**src/rtl/fetch_ctrl.sv**
```systemverilog
// Instruction-fetch controller that sequences I-cache reads, discards words from redirected fetches,
// holds the captured word while decode is stalled, and counts I-cache wait cycles.
module fetch_ctrl #(
  parameter int WAIT_CNT_W = 8
) (
  input  logic                  clk,
  input  logic                  rst,
  input  logic [31:0]           pc,
  input  logic                  stall,
  input  logic                  redirect,
  input  logic                  icache_resp,
  input  logic [31:0]           icache_rdata,
  output logic                  icache_read,
  output logic [31:0]           icache_addr,
  output logic                  load_pc,
  output logic                  flush,
  output logic [31:0]           instruction,
  output logic                  if_valid,
  output logic [WAIT_CNT_W-1:0] miss_cycles
);

  typedef enum logic [1:0] {
    S_FETCH = 2'd0,
    S_KILL  = 2'd1,
    S_HOLD  = 2'd2
  } state_t;

  localparam logic [31:0] NOP_WORD = 32'h0000_0013;

  state_t                r_state;
  logic [31:0]           r_kill_addr;
  logic [31:0]           r_instruction;
  logic                  r_if_valid;
  logic [WAIT_CNT_W-1:0] r_miss_cycles;

  logic w_capture;
  logic w_miss;
  logic w_miss_sat;

  always_comb begin
    icache_read = 1'b1;
    icache_addr = pc;
    load_pc     = 1'b0;
    case (r_state)
      S_FETCH: load_pc = redirect | (icache_resp & ~stall);
      S_KILL: begin
        // A killed request must finish at its original address, whatever the PC does meanwhile.
        icache_addr = r_kill_addr;
        load_pc     = redirect;
      end
      S_HOLD: begin
        icache_read = 1'b0;
        load_pc     = redirect | ~stall;
      end
      default: load_pc = 1'b0;
    endcase
  end

  assign flush       = redirect;
  assign w_capture   = (r_state == S_FETCH) & icache_resp & ~redirect;
  assign w_miss      = icache_read & ~icache_resp;
  assign w_miss_sat  = &r_miss_cycles;

  assign instruction = r_instruction;
  assign if_valid    = r_if_valid;
  assign miss_cycles = r_miss_cycles;

  always_ff @(posedge clk or negedge rst) begin
    if (!rst) begin
      r_state       <= S_FETCH;
      r_kill_addr   <= 32'd0;
      r_instruction <= NOP_WORD;
      r_if_valid    <= 1'b0;
      r_miss_cycles <= '0;
    end else begin
      case (r_state)
        S_FETCH: begin
          if (redirect && !icache_resp) begin
            r_state     <= S_KILL;
            r_kill_addr <= pc;
          end else if (icache_resp && !redirect && stall) begin
            r_state <= S_HOLD;
          end
        end
        S_KILL: begin
          if (icache_resp) begin
            r_state <= S_FETCH;
          end
        end
        S_HOLD: begin
          if (redirect || !stall) begin
            r_state <= S_FETCH;
          end
        end
        default: r_state <= S_FETCH;
      endcase

      if (w_capture) begin
        r_instruction <= icache_rdata;
      end
      // A redirect always wins: the word in IF/ID belongs to the wrong path.
      r_if_valid <= (w_capture | (r_if_valid & stall)) & ~redirect;

      if (w_miss && !w_miss_sat) begin
        r_miss_cycles <= r_miss_cycles + 1'b1;
      end
    end
  end

endmodule
```
**config.mk**
```make
export PLATFORM = sky130hd
export DESIGN_NAME = fetch_ctrl
export DESIGN_NICKNAME = d
export VERILOG_FILES = /design/src/rtl/fetch_ctrl.sv
export SDC_FILE = /design/constraint.sdc
export NUM_CORES = 1
export LEC_CHECK = 0
export BUFFER_PORTS_ARGS = -buffer_cell sky130_fd_sc_hd__buf_2
export CORE_ASPECT_RATIO = 0.75
export CORE_UTILIZATION = 44
export CTS_CLUSTER_DIAMETER = 120
export DETAILED_ROUTE_END_ITERATION = 10
export GPL_TIMING_DRIVEN = 1
export PLACE_DENSITY = 0.77
export SYNTH_ARGS = -nofsm -noshare
export SYNTH_HDL_FRONTEND = slang
export SYNTH_SLANG_ARGS = --single-unit
```
**constraint.sdc**
```tcl
create_clock -name clk -period 1.5 [get_ports clk]
set_input_delay 0.075 -clock clk [delete_from_list [all_inputs] [get_ports clk]]
set_output_delay 0.075 -clock clk [all_outputs]
set_load 0.02 [all_outputs]
```
==> results.json <==
{
  "reg2reg_from": "r_state[1]$_DFFE_PN0P_",
  "syn-instance-count": 232,
  "half_perimeter_wire_length_after_placement_microns": 5070,
  "grt_overflow_total": 0,
  "cts_tree": "yes",
  "setup.worst_path.end": "icache_addr[21]",
  "synth.most_common_cell": "sky130_fd_sc_hd__dfrtp_1",
  "ys.warnings.count": 0,
  "worstHoldPathType": "input pin to flop",
  "cts_max_level": 3,
  "critical_path_class": "flop to primary output",
  "route.vias.total": 2809,
  "rr_worst_depth": 7,
  "r2r_end": "instruction[15]$_DFFE_PN0P_",
  "timing_max_transition_violations_final": 0,
  "antenna_left": 0,
  "clkSinkCount": 75,
  "cts_root_buffer": "sky130_fd_sc_hd__clkbuf_8",
  "power_report.internal_total_mw": 4.559,
  "syn_area_per_cell_sq_um": 15.23,
  "timing.critical_path.from_type": "flop",
  "power_density_mw_per_mm2": 1195,
  "syn-num-nets": 302,
  "transition_time_at_the_pin_with_the_least_slew_margin_ns": 0.3962,
  "clk_transition_reported_paths_ns": 0.08,
  "pwr-share-clk": 0.205,
  "rsz0062_at_grt": "true",
  "yosys_register_bits": 75,
  "postLayoutCellArea_sq_mm": 0.005817,
  "grt_max_degree": 34,
  "synthTopCellsByArea": "sky130_fd_sc_hd__dfrtp_1 51%, sky130_fd_sc_hd__mux2_2 18%, sky130_fd_sc_hd__mux2_4 12%",
  "clock_insertion_delay_worst_skew_ns": 0.34,
  "crit_fanout": 16,
  "postSynth.topFlopCell": "sky130_fd_sc_hd__dfrtp_1",
  "failed_checks": "setup timing",
  "worst-endpoint-required_ns": 1.42,
  "die_y_microns": 79.61,
  "placedInstanceArea_sq_mm": 0.004404,
  "netlist-cell-type-count": 29,
  "first_global_vias": 3079,
  "antenna_found_initial": 1,
  "top_level_ports": 145,
  "cts_max_path_buffers": 2,
  "maxClockFrequency_ghz": 0.5503,
  "io_buffer_count": 144,
  "maxCapViolations": 0,
  "pwr-share-seq": 0.413,
  "grt_util_all_layers": 0.2442,
  "yosys-top-cells-count": "72 x sky130_fd_sc_hd__dfrtp_1, 57 x sky130_fd_sc_hd__mux2_2, 29 x sky130_fd_sc_hd__mux2_4, 14 x sky130_fd_sc_hd__mux2_1",
  "final_hold_viol_count": 0,
  "endpoint_kind": "primary output",
  "detail_route.first_pass.iterations": 4,
  "syn_area_sq_mm": 0.003533,
  "gr-max-usage-layer": "met2",
  "vdd.ir_drop.worst_v": 0.001088,
  "drcViolationCount": 0,
  "fin_ws_ns": -0.3170,
  "critical_path.startpoint": "r_state[1]$_DFFE_PN0P_",
  "cts_inserted_buffers": 9,
  "status": "complete, but fails checks",
  "ys_seq_area_frac": 0.5322,
  "regToRegSetupSlack_ns": -0.27,
  "setup-violations-final": 104,
  "initial_core_util": 0.4669,
  "globalRouteMet2Util": 0.4586,
  "asyncSetResetFlopFracSynth": 1.000,
  "gp_congestion": 0.7671,
  "power_leakage_nw": 2.799,
  "synth_enable_flop_cells": 0,
  "finalWorstPathRequiredPeriod_ns": 1.817,
  "rows": 27,
  "totalPowerFinal_mw": 6.950,
  "flow.area_growth_from_synthesis_pct": 64.62,
  "share_comb_of_total_power": 0.381,
  "die_w_microns": 105.5,
  "power.switching_fraction": 0.3440,
  "timing.clock.skew_ns": 0.005570,
  "floorplan.die_area_sq_mm": 0.008396,
  "drt-total-wl_microns": 10350,
  "routed_via_density": 4.877,
  "critical_path_arrival_ns": 1.74,
  "global_route.usage.met3": 0.05143,
  "drive_above_1_share": 0.6456,
  "finish.cell_count_without_fillers": 576,
  "layout.nets": 539,
  "maxSlewHeadroom": 0.7359,
  "placed_cells_incl_taps": 476,
  "core_area_sq_mm": 0.007567,
  "dr.first_iter.drc_count": 90,
  "synth_largest_area_cell": "sky130_fd_sc_hd__dfrtp_1",
  "layout_worst_path_cycle_share": 1.211,
  "post_synth_top_area_share": 0.5099,
  "total_switching_power_mw": 2.391,
  "grt_first_pass_wirelength_microns": 15520,
  "global_route.usage.met1": 0.2766,
  "wl_per_cell_microns": 17.97
}
timing repair:
item	4_1_cts	5_1_grt
endpoints found under the hold margin	126	0
hold buffers	66	0
setup endpoints to repair	62	104
cloned	5	3
buffers inserted	8	4
pin swaps	2	4
gates resized for setup	22	61
flip-flops by register name (all words and copies together), names as in the netlist:
signal       flops
r_state          2
if_valid         1
instruction     32
miss_cycles      8
r_kill_addr     32
cell families after synthesis:
kind of cell | after synthesis | synth area share
AOI/OAI and AO/OA | 5 | 0.009206
xor gates and xnor gates | 1 | 0.002479
adders and majority gates | 1 | 0.003541
buffers and inverters | 14 | 0.03541
DFF | 75 | 0.5322
muxes | 101 | 0.3523
and+or+nand+nor | 35 | 0.06480
layout by cell type, fill, tap and decap left out, types with 2 or more instances in the layout:
master                          count
sky130_fd_sc_hd__mux2_1             3
sky130_fd_sc_hd__dfrtp_2            3
sky130_fd_sc_hd__dfstp_2            3
sky130_fd_sc_hd__buf_2            136
sky130_fd_sc_hd__buf_12            10
sky130_fd_sc_hd__dlygate4sd3_1     66
sky130_fd_sc_hd__buf_6             10
sky130_fd_sc_hd__a21oi_1            2
sky130_fd_sc_hd__mux2_2            29
sky130_fd_sc_hd__buf_4             11
sky130_fd_sc_hd__nand3b_1           2
sky130_fd_sc_hd__o21a_1             2
sky130_fd_sc_hd__buf_16             3
sky130_fd_sc_hd__nor4b_4            2
sky130_fd_sc_hd__clkbuf_8          10
sky130_fd_sc_hd__clkbuf_16          2
sky130_fd_sc_hd__dfrtp_1           69
sky130_fd_sc_hd__mux2_4            68
sky130_fd_sc_hd__nand2b_1           2
sky130_fd_sc_hd__nor2_4             2
sky130_fd_sc_hd__nand2_1            8
sky130_fd_sc_hd__nor2_2             2
sky130_fd_sc_hd__nand3_1            3
sky130_fd_sc_hd__clkinv_2           3
sky130_fd_sc_hd__nor2_1             4
sky130_fd_sc_hd__nor3_1             2
per-stage QoR:
stage	hold WS, ns	util	worst slack (ns)	setup TNS [ns]
4_1_cts	0.03684	0.7333	-0.3321	-17.48
3_5_place_dp	0.02767	0.5820	-0.05068	-1.297
5_1_grt	0.06101	0.7687	-0.3689	-27.22
2_1_floorplan	-0.2206	-	-0.05904	-1.527
3_3_place_gp	0.02397	0.5820	-0.008422	-0.03541
6_report	0.05090	0.7687	-0.3170	-21.90
per-layer routing:
metal / part of all wire / wire length, microns
met2: 0.53 / 5484
met1: 0.41 / 4226
met4: 0.017 / 178
met3: 0.044 / 459
met5: 0 / 0
how the worst min path moves through the flow:
stage | start | cells after the start | slack [ns] | to
6_report | redirect | 2 | 0.05 | if_valid$_DFF_PN0_
5_1_grt | redirect | 2 | 0.06 | if_valid$_DFF_PN0_
4_1_cts | redirect | 2 | 0.04 | if_valid$_DFF_PN0_
3_5_place_dp | rst | 1 | 0.03 | miss_cycles[1]$_DFFE_PN0P_
3_3_place_gp | rst | 1 | 0.02 | miss_cycles[1]$_DFFE_PN0P_
2_1_floorplan | rst | 0 | -0.22 | if_valid$_DFF_PN0_
power by group through the flow:
stage	Sequential (mW)	Clock, mW	Combinational [mW]
2_1_floorplan	3.19	0	1.04
5_1_grt	2.93	1.56	2.82
4_1_cts	2.84	1.48	2.40
3_5_place_dp	2.87	0	2.12
6_report	2.87	1.43	2.65
3_3_place_gp	2.85	0	2.07
cell type report:
cell class,instances,area (sq um)
Clock inverter,6,40.04
Multi-Input combinational cell,143,1738
Clock buffer,10,137.6
Antenna cell,1,2.502
Sequential cell,75,1884
Tap cell,101,126.4
Inverter,1,3.754
Timing Repair Buffer,239,1884
Fill cell,477,1750
critical path, stage by stage, from the launching register on:
cell and delay [ns]:
sky130_fd_sc_hd__dfrtp_2 0.41, sky130_fd_sc_hd__and2b_2 0.29, sky130_fd_sc_hd__buf_12 0.18, sky130_fd_sc_hd__mux2_2 0.36
sky130_fd_sc_hd__buf_4 0.16
(Power assumes the default switching activity.)
